==> src/rtl/ula_serial_16.sv <==
// Serial sequencer that drives one 74181-style 4-bit ALU a nibble per clock,
// least significant first, rippling carry between nibbles into a wide result.

module ula_74181 (
  input  logic [3:0] a,
  input  logic [3:0] b,
  input  logic [3:0] s,
  input  logic       m,
  input  logic       c_in,
  output logic [3:0] f,
  output logic       c_out,
  output logic       a_eq_b
);
  logic [3:0] e, d, h, g, p;
  logic       carry;

  // c_in/c_out are active-low; internally the ripple carry is active-high.
  always_comb begin
    e     = ~((a & b & {4{s[3]}}) | (a & ~b & {4{s[2]}}));
    d     = ~(a | (b & {4{s[0]}}) | (~b & {4{s[1]}}));
    h     = e ^ d;
    g     = ~e;
    p     = ~d;
    f     = '0;
    carry = ~c_in;
    for (int i = 0; i < 4; i++) begin
      f[i]  = ~h[i] ^ (~m & ~carry);
      carry = g[i] | (p[i] & carry);
    end
    c_out  = ~carry;
    a_eq_b = &f;
  end
endmodule

module ula_serial_16 #(
  parameter int N_NIB = 4
) (
  input  logic               clk,
  input  logic               rst,
  input  logic               start,
  input  logic [4*N_NIB-1:0] op_a,
  input  logic [4*N_NIB-1:0] op_b,
  input  logic [3:0]         op_s,
  input  logic               op_m,
  input  logic               op_cin,
  output logic               busy,
  output logic               done,
  output logic [4*N_NIB-1:0] result,
  output logic               cout,
  output logic               eq
);
  localparam int IDX_W = (N_NIB > 1) ? $clog2(N_NIB) : 1;
  localparam logic [IDX_W-1:0] LAST = IDX_W'(N_NIB - 1);

  typedef enum logic {IDLE, RUN} state_t;

  state_t                 state, state_nxt;
  logic [N_NIB-1:0][3:0]  a_q, b_q, res_q;
  logic [3:0]             s_q;
  logic                   m_q;
  logic                   carry_q;
  logic                   eq_acc;
  logic [IDX_W-1:0]       idx;
  logic                   accept;
  logic                   last_nib;
  logic [3:0]             alu_f;
  logic                   alu_cout;
  logic                   alu_eq;

  ula_74181 u_alu (
    .a      (a_q[idx]),
    .b      (b_q[idx]),
    .s      (s_q),
    .m      (m_q),
    .c_in   (carry_q),
    .f      (alu_f),
    .c_out  (alu_cout),
    .a_eq_b (alu_eq)
  );

  always_ff @(posedge clk or posedge rst) begin
    if (rst) state <= IDLE;
    else     state <= state_nxt;
  end

  always_comb begin
    state_nxt = state;
    accept    = 1'b0;
    last_nib  = (idx == LAST);
    case (state)
      IDLE: begin
        if (start) begin
          accept    = 1'b1;
          state_nxt = RUN;
        end
      end
      RUN: begin
        if (last_nib) state_nxt = IDLE;
      end
      default: state_nxt = IDLE;
    endcase
  end

  assign busy   = (state == RUN);
  assign result = res_q;

  always_ff @(posedge clk or posedge rst) begin
    if (rst) begin
      a_q     <= '0;
      b_q     <= '0;
      s_q     <= '0;
      m_q     <= 1'b0;
      carry_q <= 1'b0;
      eq_acc  <= 1'b0;
      idx     <= '0;
      res_q   <= '0;
      cout    <= 1'b0;
      eq      <= 1'b0;
      done    <= 1'b0;
    end else begin
      done <= busy && last_nib;
      if (accept) begin
        a_q     <= op_a;
        b_q     <= op_b;
        s_q     <= op_s;
        m_q     <= op_m;
        carry_q <= op_cin;
        eq_acc  <= 1'b1;
        idx     <= '0;
      end else if (busy) begin
        res_q[idx] <= alu_f;
        carry_q    <= alu_cout;
        eq_acc     <= eq_acc & alu_eq;
        if (last_nib) begin
          cout <= alu_cout;
          eq   <= eq_acc & alu_eq;
          idx  <= '0;
        end else begin
          idx <= idx + 1'b1;
        end
      end
    end
  end
endmodule
==> config.mk <==
export PLATFORM = sky130hd
export DESIGN_NAME = ula_serial_16
export DESIGN_NICKNAME = d
export VERILOG_FILES = /design/src/rtl/ula_serial_16.sv
export SDC_FILE = /design/constraint.sdc
export NUM_CORES = 1
export LEC_CHECK = 0
export ABC_AREA = 1
export BUFFER_PORTS_ARGS = -buffer_cell sky130_fd_sc_hd__buf_2
export CORE_ASPECT_RATIO = 0.9
export CORE_MARGIN = 2
export CORE_UTILIZATION = 25
export CTS_CLUSTER_DIAMETER = 50
export CTS_CLUSTER_SIZE = 14
export DETAILED_ROUTE_END_ITERATION = 8
export GPL_ROUTABILITY_DRIVEN = 1
export PLACE_DENSITY = 0.44
export SYNTH_ARGS = -nofsm -noshare
export SYNTH_HDL_FRONTEND = slang
export SYNTH_SLANG_ARGS = --single-unit
==> constraint.sdc <==
create_clock -name clk -period 2.3 [get_ports clk]
set_input_delay 0.46 -clock clk [delete_from_list [all_inputs] [get_ports clk]]
set_output_delay 0.46 -clock clk [all_outputs]
set_load 0.02 [all_outputs]
# [Word level (Yosys, flattened, before mapping)]
# Cells that the tools add are included.
[totals] wordCells=93 ff_bits=61
[op_classes] eq_ne=1 muxes=18 n_reduce_logical=6 add_sub_neg=1 magnitude_cmp=2 bitwise_logic=44
[ops] operator="AND 4 bit" n=6
[ops] operator="NOT 4 bit" n=5
[ops] operator="binary-select mux 4 bit (select 2 bit)" n=2
[ops] operator="bitwise mux 16 bit" n=1
[ops] operator="two-way mux 4 bit" n=3
[ops] operator="NOT 1 bit" n=12
[ops] operator="bitwise OR 4 bit" n=3
[ops] operator="AND 1 bit" n=9
[ops] operator="demux 4 bit (select 2 bit)" n=1
[ops] operator="two-way mux 1 bit" n=7
[ops] operator="two-way mux 2 bit" n=3
[ops] operator="bitwise OR 1 bit" n=4
[ops] operator="AND reduction 4 bit" n=1
[ops] operator="bitwise XOR 1 bit" n=4
[ops] operator="bitwise XOR 4 bit" n=1
[ops] operator="less-than comparator 2 x 3 -> 1 bit, second input constant" n=1
[ops] operator="AND reduction 3 bit" n=1
[ops] operator="adder 2 x 1 -> 2 bit, second input constant" n=1
[ops] operator="equality test 2 bit, second input constant" n=1
[ops] operator="greater-or-equal comparator 2 x 1 -> 1 bit, second input constant" n=1
[ops] operator="logical AND 1 bit" n=2
[ops] operator="case mux 1 bit (2 select lines)" n=1
[ops] operator="AND reduction 2 bit" n=1
[ops] operator="nonzero test 2 bit" n=1

# [Longest topological paths before layout]
# Gate-level depths: netlist of run 1.
[logic_depth] depth_word=20 depth_mapped=17 ltp_nobuf=16

# [Hierarchy]
# Synthesis of run 1 repeated with hierarchy kept, for this count alone.
[unflattened] hier_cells=413 hier_area_um2=3165.5
[modules_own_cells] module="ula_serial_16" instances=1 area_each_um2=2830.2 seq_area_each_um2=1526.5 cells_per_inst=349
[modules_own_cells] module="ula_74181" instances=1 area_each_um2=335.3 seq_area_each_um2=0.0 cells_per_inst=64

# [Least setup slack after synthesis of run 1]
# Ideal clock, no wire load.
[synth_timing] path_kind="register to register" startpoint="reg idx[0]" endpoint="reg res_q, in the netlist result[15]" path_slack_ns=0.582 n_path_buf=1 synth_period_minus_slack_ns=1.718 arrival_ns=1.596 path_stages_with_launch=18 required_ns=2.178 path_cell_list="dfrtp_1 > buf_6 > inv_8 > nand2_1 > nand3_1 > nand2_1 > nand2_1 > nand3_1 > nand2_1 > nand2_1 > nand2_2 > nand3_1 > nand2_2 > nand2_1 > nand2_1 > nand2_2 > inv_2 > o21ai_1"
[synth_via] elab_chain_len=17 word_cells_on_any_way=35
[synth_rtl] item="from (decl)" line_no="63" rtl="logic [IDX_W-1:0] idx;"
[synth_rtl] item="from (signal assigned)" line_no="139" rtl="idx <= idx + 1'b1;"
[synth_rtl] item="binary-select mux 4 bit (select 2 bit)" line_no="72" rtl=".b (b_q[idx]),"
[synth_rtl] item="two-way mux 4 bit (not written as such)" line_no="72"
[synth_rtl] item="AND 4 bit or NOT 4 bit (tied branches)" line_no="20, 19"
[synth_rtl] item="bitwise OR 4 bit, or another cell as far along" line_no="20" rtl="d = ~(a | (b & {4{s[0]}}) | (~b & {4{s[1]}}));"
[synth_rtl] item="bitwise OR 4 bit or AND 4 bit (tied branches)" line_no="20, 19"
[synth_rtl] item="NOT 4 bit or bitwise OR 4 bit (tied branches)" line_no="20, 19"
[synth_rtl] item="NOT 4 bit (on tied branches)" line_no="23, 19"
[synth_rtl] item="AND 1 bit or NOT 4 bit (tied branches)" line_no="28, 22"
[synth_rtl] item="bitwise OR 1 bit" line_no="28" rtl="carry = g[i] | (p[i] & carry);"
[synth_rtl] item="AND 1 bit" line_no="28"
[synth_rtl] item="bitwise OR 1 bit" line_no="28"
[synth_rtl] item="AND 1 bit" line_no="28"
[synth_rtl] item="bitwise OR 1 bit" line_no="28"
[synth_rtl] item="NOT 1 bit" line_no="27" rtl="f[i] = ~h[i] ^ (~m & ~carry);"
[synth_rtl] item="AND 1 bit" line_no="27"
[synth_rtl] item="bitwise XOR 1 bit" line_no="27"
[synth_rtl] item="bitwise mux 16 bit (*)" line_no="131" rtl="res_q[idx] <= alu_f;"
[synth_rtl] item="to (signal, indexed assignment)" line_no="131"
[synth_rtl] item="to (decl)" line_no="58" rtl="logic [N_NIB-1:0][3:0] a_q, b_q, res_q;"
# Mark *: on every way between the ends. The rest lies on a longest branch, timed or not. The select of a mux whose other input is x is not followed.
# A chain may end at the register's enable or synchronous reset.

# [Worst setup path after layout of run 1]
[layout_timing] startpoint="reg idx[0]" endpoint="reg eq"
[layout_via] elab_chain_len=18 word_cells_on_any_way=43
[layout_rtl] item="binary-select mux 4 bit (select 2 bit)" line_no="72"
[layout_rtl] item="two-way mux 4 bit (not written as such)" line_no="72"
[layout_rtl] item="AND 4 bit or NOT 4 bit (tied branches)" line_no="20, 19"
[layout_rtl] item="bitwise OR 4 bit, or another cell as far along" line_no="20"
[layout_rtl] item="bitwise OR 4 bit or AND 4 bit (tied branches)" line_no="20, 19"
[layout_rtl] item="NOT 4 bit or bitwise OR 4 bit (tied branches)" line_no="20, 19"
[layout_rtl] item="NOT 4 bit (on tied branches)" line_no="23, 19"
[layout_rtl] item="AND 1 bit or NOT 4 bit (tied branches)" line_no="28, 22"
[layout_rtl] item="[2 not listed]"
[layout_rtl] item="bitwise OR 1 bit" line_no="28"
[layout_rtl] item="AND 1 bit" line_no="28"
[layout_rtl] item="bitwise OR 1 bit" line_no="28"
[layout_rtl] item="NOT 1 bit" line_no="27"
[layout_rtl] item="AND 1 bit" line_no="27"
[layout_rtl] item="bitwise XOR 1 bit" line_no="27"
[layout_rtl] item="AND reduction 4 bit" line_no="31" rtl="a_eq_b = &f;"
[layout_rtl] item="AND 1 bit" line_no="136" rtl="eq <= eq_acc & alu_eq;"
[layout_rtl] item="to (signal assigned)" line_no="136"
[layout_rtl] item="to (decl)" line_no="50" rtl="output logic eq"
# Several ways; a longest one is shown, not always the timed one. The select of a mux whose other input is x is not followed.

==> metrics.txt, run 1 <==
status finished clean; drt first pass iters 4; total power 6.38 mW; IO Pins 61; max_cap viols 0; Rel. slew slack 70.9%; worst vdd ir roughly 0.6 mV; initial cell density of the core between 20 and 30%; largest net degree at the start of global routing just over 60; Worst Skew roughly 0.0066 ns; Required @ worst endpoint roughly 2.5 ns; half-perimeter wire length after detailed placement between 5000 and 6000 um; top cells by count, synth nand2_1 (76), dfrtp_1 (61), mux2_2 (32); Seq pwr share around a third; Area contributors post-synth dfrtp_1 (54%), mux2_2 (13%), nand2_1 (10%), nand3_1 (4.2%), o21ai_0 (2.8%); Largest stage delay, worst path around 0.36 ns; initial DRC count 65; first-pass GRT wire length 11200 um; remaining global-route overflow 0; setup bufs post-CTS 0; Total Die Area about 12000 um2; Synth area leader dfrtp_1; Vias ~2.2k; Most used DFF post-synth dfrtp_1; fmax 499 MHz; CP Max Fanout 20; post-cts repair resize count 0; GRT Util Overall 12.2%; Final GP Congestion 0.793; Post-synth EDFFs 0; PwrDens 1750 nW/um2; CTS Root Cell clkbuf_16; Psw roughly 2.6 mW; FP Rows 36; layout cells sized above 1 36.6%; count leader, synth nand2_1; die height 105 um; CTS tree built; core area around 11000 um2; I/O Buffers 60; worst hold path class primary input to async pin; drt wl/cell around 13 um; post-route ant nets 0; pin slew with the least headroom to its limit about 0.44 ns; hold_buf cts 0; GR Util met3 under 10%; sequential area share after synthesis a little over half; CP startpoint kind flip-flop; final hold viol count 0; met1 usage 17.2%; Unique masters post-synth 30; setup TNS 0 ns; clock power share between 20% and 30%; Final Cycle Share between 80 and 90%; Clock Path Buffers 2; Syn Nets ~330; Vias/cell ~4.3; area of the multi-input gates 1170 um2; Mean Syn Cell Area between 9 and 10 um2; clock slew at reported path FFs 0.05 ns; width of the die between 100 and 150 um; RSZ-0062 raised after global routing no; Pint 3.76 mW; placed insts around 500; top cell type's share of synthesized area roughly 54%; yosys warns 0; Mapped Area 2840 um2; Post-Route WL slightly below 7000 um; Comb power frac between 40% and 50%; Layout area overhead 28.2%; Post-Syn Instances between 200 and 300; # DRC 0; Worst-Skew Late Latency ~0.33 ns; switching portion of total power around two fifths; FF+latch count, synth 61; Most Crowded Layer GR met1; ANT cells 0; r2r setup slk 0.30 ns; Leakage 1.78 nW; total CTS buffers 9; Crit-path slowest cell dfrtp_1; H-tree depth 3; GR Layer Usage met2 17.1%; Storage cell area between 1500 and 2000 um2; Pins Over Slew Limit 0; Most Frequent Cell on Critical Path nand2_1; Tmin final about 2.0 ns; WP data arrival between 2 and 2.5 ns; asr flop ratio synth between 90% and 100%; crit-path cells buf_4, inv_8, nand2_1, nand3_1, nand2_1, o211ai_1, nand2_1, o21bai_1, nand3_1, nor2_2, nand2_2, o21ai_1; CTS Sinks between 60 and 70; nets between 300 and 400; vias in the first global route roughly 2.1k; Finished Layout Cells 510; Fillers between 1k and 1.5k; Worst Setup Path Type flip-flop to flip-flop; crit end category flip-flop; final setup fails 0; hold slack final 0.191 ns; initial antenna violation count 0
==> cell type report <==
class / instances / share of cell area (%)
clock inverter: 4 / 1.92
multi-input combinational: 199 / 32.2
timing repair buffer: 66 / 9.81
tap: 152 / 5.21
clock buffer: 12 / 7.03
sequential: 61 / 41.9
inverter: 16 / 1.92
==> cell families (layout without fill, tap and decap cells) <==
family / Yosys count / in the layout / synth area share, %
DFF: 61 / 61 / 53.7
buffers and inverters: 26 / 98 / 5.02
AOI/OAI and AO/OA: 40 / 40 / 8.49
adders and majority gates: 4 / 4 / 1.76
and+or+nand+nor: 122 / 122 / 18.1
muxes: 32 / 32 / 12.7
xor gates and xnor gates: 1 / 1 / 0.308
==> registers in the layout, indices dropped and copies added, names as in the netlist <==
| register | flops |
|---|---|
| a_q | 16 |
| b_q | 16 |
| busy | 1 |
| carry_q | 1 |
| cout | 1 |
| done | 1 |
| eq | 1 |
| eq_acc | 1 |
| idx | 2 |
| m_q | 1 |
| result | 16 |
| s_q | 4 |
==> per-stage QoR <==
| step | util (%) | setup slack (ns) | cell area, um2 |
|---|---|---|---|
| 5_1_grt | 33.3 | 0.0298 | 3650 |
| 4_1_cts | 33.3 | 0.265 | 3650 |
| 6_report | 33.3 | 0.296 | 3650 |
| 3_5_place_dp | 30.3 | 0.281 | 3320 |
| 3_3_place_gp | 30.3 | 0.324 | 3320 |
| 2_1_floorplan | - | 0.327 | 2840 |
==> placed cells by master (no fill, tap or decap), drive strengths merged <==
| master | synthesis | routed |
|---|---|---|
| o21ai | 23 | 23 |
| ha | 4 | 4 |
| o211ai | 4 | 4 |
| clkbuf | 2 | 12 |
| nand3 | 24 | 24 |
| a21boi | 1 | 1 |
| o22ai | 2 | 2 |
| nand3b | 1 | 1 |
| nand4 | 2 | 2 |
| nor2 | 13 | 13 |
| mux2 | 32 | 32 |
| clkinv | 0 | 2 |
| bufinv | 0 | 2 |
| buf | 8 | 66 |
| a21oi | 9 | 9 |
| dfrtp | 61 | 61 |
| o21bai | 1 | 1 |
| inv | 16 | 16 |
| xnor2 | 1 | 1 |
| nand2 | 82 | 82 |
==> power groups by stage <==
stage          registers [mW]  logic, mW  clock network (mW)
2_1_floorplan            2.08       2.08                   0
3_3_place_gp             2.04       2.90                   0
3_5_place_dp             2.04       2.94                   0
4_1_cts                  2.03       2.95                1.50
5_1_grt                  2.10       3.31                1.55
6_report                 2.02       2.91                1.45
==> path summary, 6_finish.rpt <==
check                                 from    endpoint  depth (start not counted)
worst max-delay path                idx[0]          eq                         12
worst min-delay path                   rst          eq                          3
worst max register to register      idx[0]          eq                         12
worst min register to register  result[10]  result[10]                          2
max in group asynchronous              rst      idx[1]                          3
min in group clk                  op_b[14]     b_q[14]                          2
==> worst max-delay path: cells and delay by family, from the launching register on <==
family                 cells  cell delay [ns]
AO/OA/AOI/OAI              3             0.58
AND/OR/NAND/NOR            7             0.61
flip-flops                 1             0.36
buffers and inverters      2             0.31
==> per-layer routing <==
layer	share of wire (%)	vias to the layer above
met5	0	-
met4	1.4	0
met3	6.0	8
met2	42	59
met1	50	1007
li1	-	1099
Note: power is estimated with default switching activity, not from simulation.
==> inputs of run 2 (changes only) <==
- ABC_CLOCK_PERIOD_IN_PS: default -> 2400
- clock period: 2.3 -> 2.4 ns (I/O delays scaled with it)
==> metrics.txt, run 2 (synthesis results as in run 1) <==
width of the die 116 um (unchanged); commonest cells after routing, fill and taps aside nand2_1 (76), dfrtp_1 (61), buf_2 (60) (was nand2_1 (76), dfrtp_1 (60), buf_2 (60)); r2r setup slk 0.36 ns (was 0.30 ns); setup bufs post-CTS 0 (unchanged); CP startpoint kind flip-flop (unchanged); hold_buf cts 0 (unchanged); final hold viol count 0 (unchanged); status finished clean (unchanged); initial cell density of the core 26.0% (unchanged); post-cts repair resize count 0 (unchanged); H-tree depth 3 (unchanged); initial DRC count 99 (was 65); I/O Buffers 60 (unchanged); PwrDens 1640 nW/um2 (was 1750 nW/um2); core area 10900 um2 (unchanged); half-perimeter wire length after detailed placement 5230 um (was 5090 um); Leakage 1.76 nW (was 1.78 nW); CP Max Fanout 20 (unchanged); crit end category flip-flop (unchanged); Clock Path Buffers 2 (unchanged); Final GP Congestion 0.782 (was 0.793); Vias 2250 (was 2173); Worst Setup Path Type flip-flop to flip-flop (unchanged); remaining global-route overflow 0 (unchanged); post-route ant nets 0 (unchanged); pin slew with the least headroom to its limit 0.422 ns (was 0.437 ns); most common cell after layout, fill and taps aside nand2_1 (unchanged); Pins Over Slew Limit 0 (unchanged); # DRC 0 (unchanged); largest net degree at the start of global routing 43 (was 62); drt wl/cell 13.6 um (was 13.3 um); CTS Sinks 61 (unchanged); pre-CTS setup slack 0.347 ns (was 0.281 ns); Post-Route WL 6930 um (was 6790 um); max_cap viols 0 (unchanged); Rel. slew slack 71.9% (was 70.9%); initial antenna violation count 0 (unchanged); setup TNS 0 ns (unchanged); Vias/cell 4.43 (was 4.26); total CTS buffers 9 (unchanged); placed insts 493 (was 494); vias in the first global route 2329 (was 2103); Worst Skew 0.00323 ns (was 0.00660 ns); final setup fails 0 (unchanged); WP data arrival 2.25 ns (was 2.20 ns); drt first pass iters 4 (unchanged); IO Pins 61 (unchanged); Final Cycle Share 85.2% (was 87.1%); worst vdd ir 0.520 mV (was 0.613 mV); RSZ-0062 raised after global routing no (unchanged); Required @ worst endpoint 2.60 ns (was 2.49 ns); final core occ 32.9% (was 33.3%); GRT Util Overall 12.6% (was 12.2%); Worst-Skew Late Latency 0.33 ns (about the same); FP Rows 36 (unchanged); clock slew at reported path FFs 0.05 ns (about the same); setup ws final 0.355 ns (was 0.296 ns); Finished Layout Cells 508 (was 510); nets 397 (was 398); CTS tree built (unchanged); fmax 489 MHz (was 499 MHz); layout cells sized above 1 35.7% (was 36.6%); Layout area overhead 26.7% (was 28.2%); Total Die Area 12200 um2 (unchanged); ANT cells 0 (unchanged); CTS Root Cell clkbuf_16 (unchanged); worst hold path class primary input to async pin (unchanged); first-pass GRT wire length 11700 um (was 11200 um); die height 105 um (unchanged); Tmin final 2.04 ns (was 2.00 ns)
==> run 2: cell types whose count changed in the layout (fill, tap and decap cells not counted), sizes merged <==
cell / delta
buf: -1
bufinv: -2
clkbuf: +2
clkinv: -1
==> run 2: stage by stage <==
| stage | total power [mW] | hold WS, ns | area, um2 |
|---|---|---|---|
| after floorplan | 3.99 | 0.474 | 2840 |
| after global placement | 4.75 | 0.464 | 3320 |
| after detailed placement | 4.80 | 0.470 | 3320 |
| after CTS | 6.03 | 0.136 | 3600 |
| after global routing | 6.50 | 0.167 | 3600 |
| final | 5.92 | 0.136 | 3600 |
==> run 2: worst paths after layout <==
| check | startpoint | to | cells past startpoint |
|---|---|---|---|
| setup reg to reg | idx[0] | result[15] | 13 |
| max in group asynchronous | rst | a_q[9] | 3 |
| setup / recovery | idx[0] | result[15] | 13 |
| min in group clk | op_b[4] | b_q[4] | 2 |
| hold / removal | rst | done | 2 |
| hold reg to reg | result[10] | result[10] | 2 |
==> run 2: area by class of cell <==
cell class	count	area, um2
clock buffer	14	274
clock inverter	1	5.00
fill	1155	7340
inverter	16	70.1
multi-input combinational	199	1170
sequential	61	1530
tap	152	190
timing repair buffer	65	363
==> run 2: critical path, cell delays in order (launching register included) <==
cell and delay (ns):
dfrtp_1 0.38, buf_4 0.21, inv_8 0.13, nand2_1 0.06, nand3_1 0.09, nand2_1 0.12, o211ai_1 0.32, nand3_1 0.15
nand2_2 0.09, nand2_1 0.05, nand2_1 0.07, nand2_2 0.06, inv_2 0.12, o21ai_1 0.07
==> run 2: power by group <==
group / leakage, nW / total (mW) / switching [mW] / internal [mW]
combinational: 0.891 / 2.79 / 1.71 / 1.08
sequential: 0.727 / 1.94 / 0.373 / 1.56
clock: 0.139 / 1.20 / 0.425 / 0.774
==> run 2: routing by layer <==
layer	vias to the layer above	part of all wire, %	global-route usage [%]
met1	1067	49	16.7
met2	76	42	17.9
met3	16	6.9	4.99
met4	0	2.0	5.70
li1	1091	-	-
met5	-	0	0
==> inputs of run 3 (changes only) <==
- CELL_PAD_IN_SITES_DETAIL_PLACEMENT: default -> 0
- CELL_PAD_IN_SITES_GLOBAL_PLACEMENT: default -> 1
- PLACE_DENSITY: 0.44 -> 0.53
==> metrics.txt, run 3 (synthesis results as in run 1) <==
CTS Root Cell clkbuf_16 (unchanged); PwrDens 1660 nW/um2 (was 1640 nW/um2); Final GP Congestion 0.787 (was 0.782); IO Pins 61 (unchanged); Tmin final 2.07 ns (was 2.04 ns); post-cts repair resize count 0 (unchanged); FF-to-FF Start idx[1] (was idx[0]); worst vdd ir 0.472 mV (was 0.520 mV); Critical R2R Capture eq (was result[15]); crit-path cells inv_4, nand3_1, nand2_1, o211ai_1, nand2_1, o21bai_1, nand3_1, nor2_2, nand2_2, o21ai_1 (was buf_4, inv_8, nand2_1, nand3_1, nand2_1, o211ai_1, nand3_1, nand2_2, nand2_1, nand2_1, nand2_2, inv_2, o21ai_1); setup bufs post-CTS 0 (unchanged); Fillers 1185 (was 1155); worst hold path class primary input to async pin (unchanged); total power 5.99 mW (was 5.92 mW); die height 105 um (unchanged); Leakage 1.76 nW (about the same); Clock Path Buffers 2 (unchanged); Worst-Skew Late Latency 0.33 ns (about the same); Reg2Reg Depth 10 (was 13); fmax 483 MHz (was 489 MHz); Worst Setup Path Type flip-flop to flip-flop (unchanged); CTS tree built (unchanged); final core occ 32.9% (about the same); RSZ-0062 raised after global routing no (unchanged); GRT Util Overall 12.3% (was 12.6%); Worst Skew 0.00472 ns (was 0.00323 ns); WP data arrival 2.27 ns (was 2.25 ns); hold slack final 0.185 ns (was 0.136 ns); Crit-path slowest cell dfrtp_1 (unchanged); hold_buf cts 0 (unchanged); WP buf/inv 1 (was 3); Total Die Area 12200 um2 (unchanged); initial cell density of the core 26.0% (unchanged); H-tree depth 3 (unchanged); crit end category flip-flop (unchanged); first-pass GRT wire length 11300 um (was 11700 um); clock slew at reported path FFs 0.05 ns (about the same); Largest delay share family, worst path simple AND/OR/NAND/NOR gates (unchanged); Final Cell Area 3600 um2 (about the same); initial antenna violation count 0 (unchanged); width of the die 116 um (unchanged); status finished clean (unchanged); most common cell after layout, fill and taps aside nand2_1 (unchanged); drt wl/cell 13.6 um (about the same); half-perimeter wire length after detailed placement 5250 um (was 5230 um); total CTS buffers 9 (unchanged); Vias/cell 4.27 (was 4.43); Layout area overhead 26.6% (was 26.7%); ANT cells 0 (unchanged); placed cell areas 3310 um2 (was 3320 um2); layout cells sized above 1 36.3% (was 35.7%); Largest stage delay, worst path 0.59 ns (was 0.38 ns); setup TNS 0 ns (unchanged); Required @ worst endpoint 2.60 ns (about the same); core area 10900 um2 (unchanged); final setup fails 0 (unchanged); drt first pass iters 6 (was 4); I/O Buffers 60 (unchanged); commonest cells after routing, fill and taps aside nand2_1 (76), dfrtp_1 (61), buf_2 (60) (unchanged); vias in the first global route 2187 (was 2329); initial DRC count 68 (was 99); Vias 2177 (was 2250); CP startpoint kind flip-flop (unchanged); largest net degree at the start of global routing 34 (was 43); CTS Sinks 61 (unchanged); FP Rows 36 (unchanged); Final Cycle Share 86.2% (was 85.2%); remaining global-route overflow 0 (unchanged); final hold viol count 0 (unchanged); nets 398 (was 397); r2r setup slk 0.33 ns (was 0.36 ns); max_cap viols 0 (unchanged); CP Max Fanout 11 (was 20); post-route ant nets 0 (unchanged); Post-Route WL 6920 um (was 6930 um); Pins Over Slew Limit 0 (unchanged); pin slew with the least headroom to its limit 0.506 ns (was 0.422 ns); # DRC 0 (unchanged); Rel. slew slack 66.2% (was 71.9%)
run 3: cell count changes in the layout (fill, tap and decap cells not counted):
cell and change:
buf_4 +3, clkinv_2 +3, buf_12 -2, clkbuf_8 -2
bufinv_16 +1, clkbuf_1 -1
run 3: area by class of cell:
| type | instances | area, um2 | share of cell area (%) |
|---|---|---|---|
| flip-flops and latches | 61 | 1530 | 42.4 |
| clock inverters | 5 | 50.0 | 1.39 |
| clock buffers | 11 | 243 | 6.74 |
| multi-input cells | 199 | 1170 | 32.6 |
| well taps | 152 | 190 | 5.28 |
| repair buffers | 66 | 345 | 9.59 |
| inverters | 16 | 70.1 | 1.95 |
run 3: worst reg2reg max path: stages, from the launching register on:
cell and delay (ns):
dfrtp_1 0.59, inv_4 0.13, nand3_1 0.15, nand2_1 0.12, o211ai_1 0.33, nand2_1 0.11
o21bai_1 0.21, nand3_1 0.12, nor2_2 0.04, nand2_2 0.09, o21ai_1 0.06
run 3: per-stage QoR:
step | setup slack [ns] | std cells
detailed placement | 0.332 | 494
finish | 0.330 | 510
global placement | 0.355 | 494
global route | 0.0560 | 510
CTS | 0.314 | 510
floorplan | 0.407 | 286
run 3: worst max-delay path by stage:
stage / to / start / cells past startpoint
2_1_floorplan: a_q[0] / rst / 1
3_3_place_gp: eq / idx[1] / 10
3_5_place_dp: eq / idx[1] / 10
4_1_cts: eq / idx[1] / 10
5_1_grt: eq / idx[1] / 10
6_report: eq / idx[1] / 10
run 3: power by group:
group	leakage [nW]	internal (mW)	switching [mW]	total, mW
logic	0.884	1.07	1.73	2.80
clock network	0.149	0.823	0.442	1.27
registers	0.727	1.56	0.361	1.92
run 3: routing by layer:
metal | track usage (%) | vias to the layer above | wire [um]
met5 | 0 | - | 0
met4 | 3.83 | 0 | 100
met3 | 4.12 | 9 | 377
met2 | 18.9 | 53 | 3100
met1 | 16.4 | 1017 | 3350
li1 | - | 1098 | -
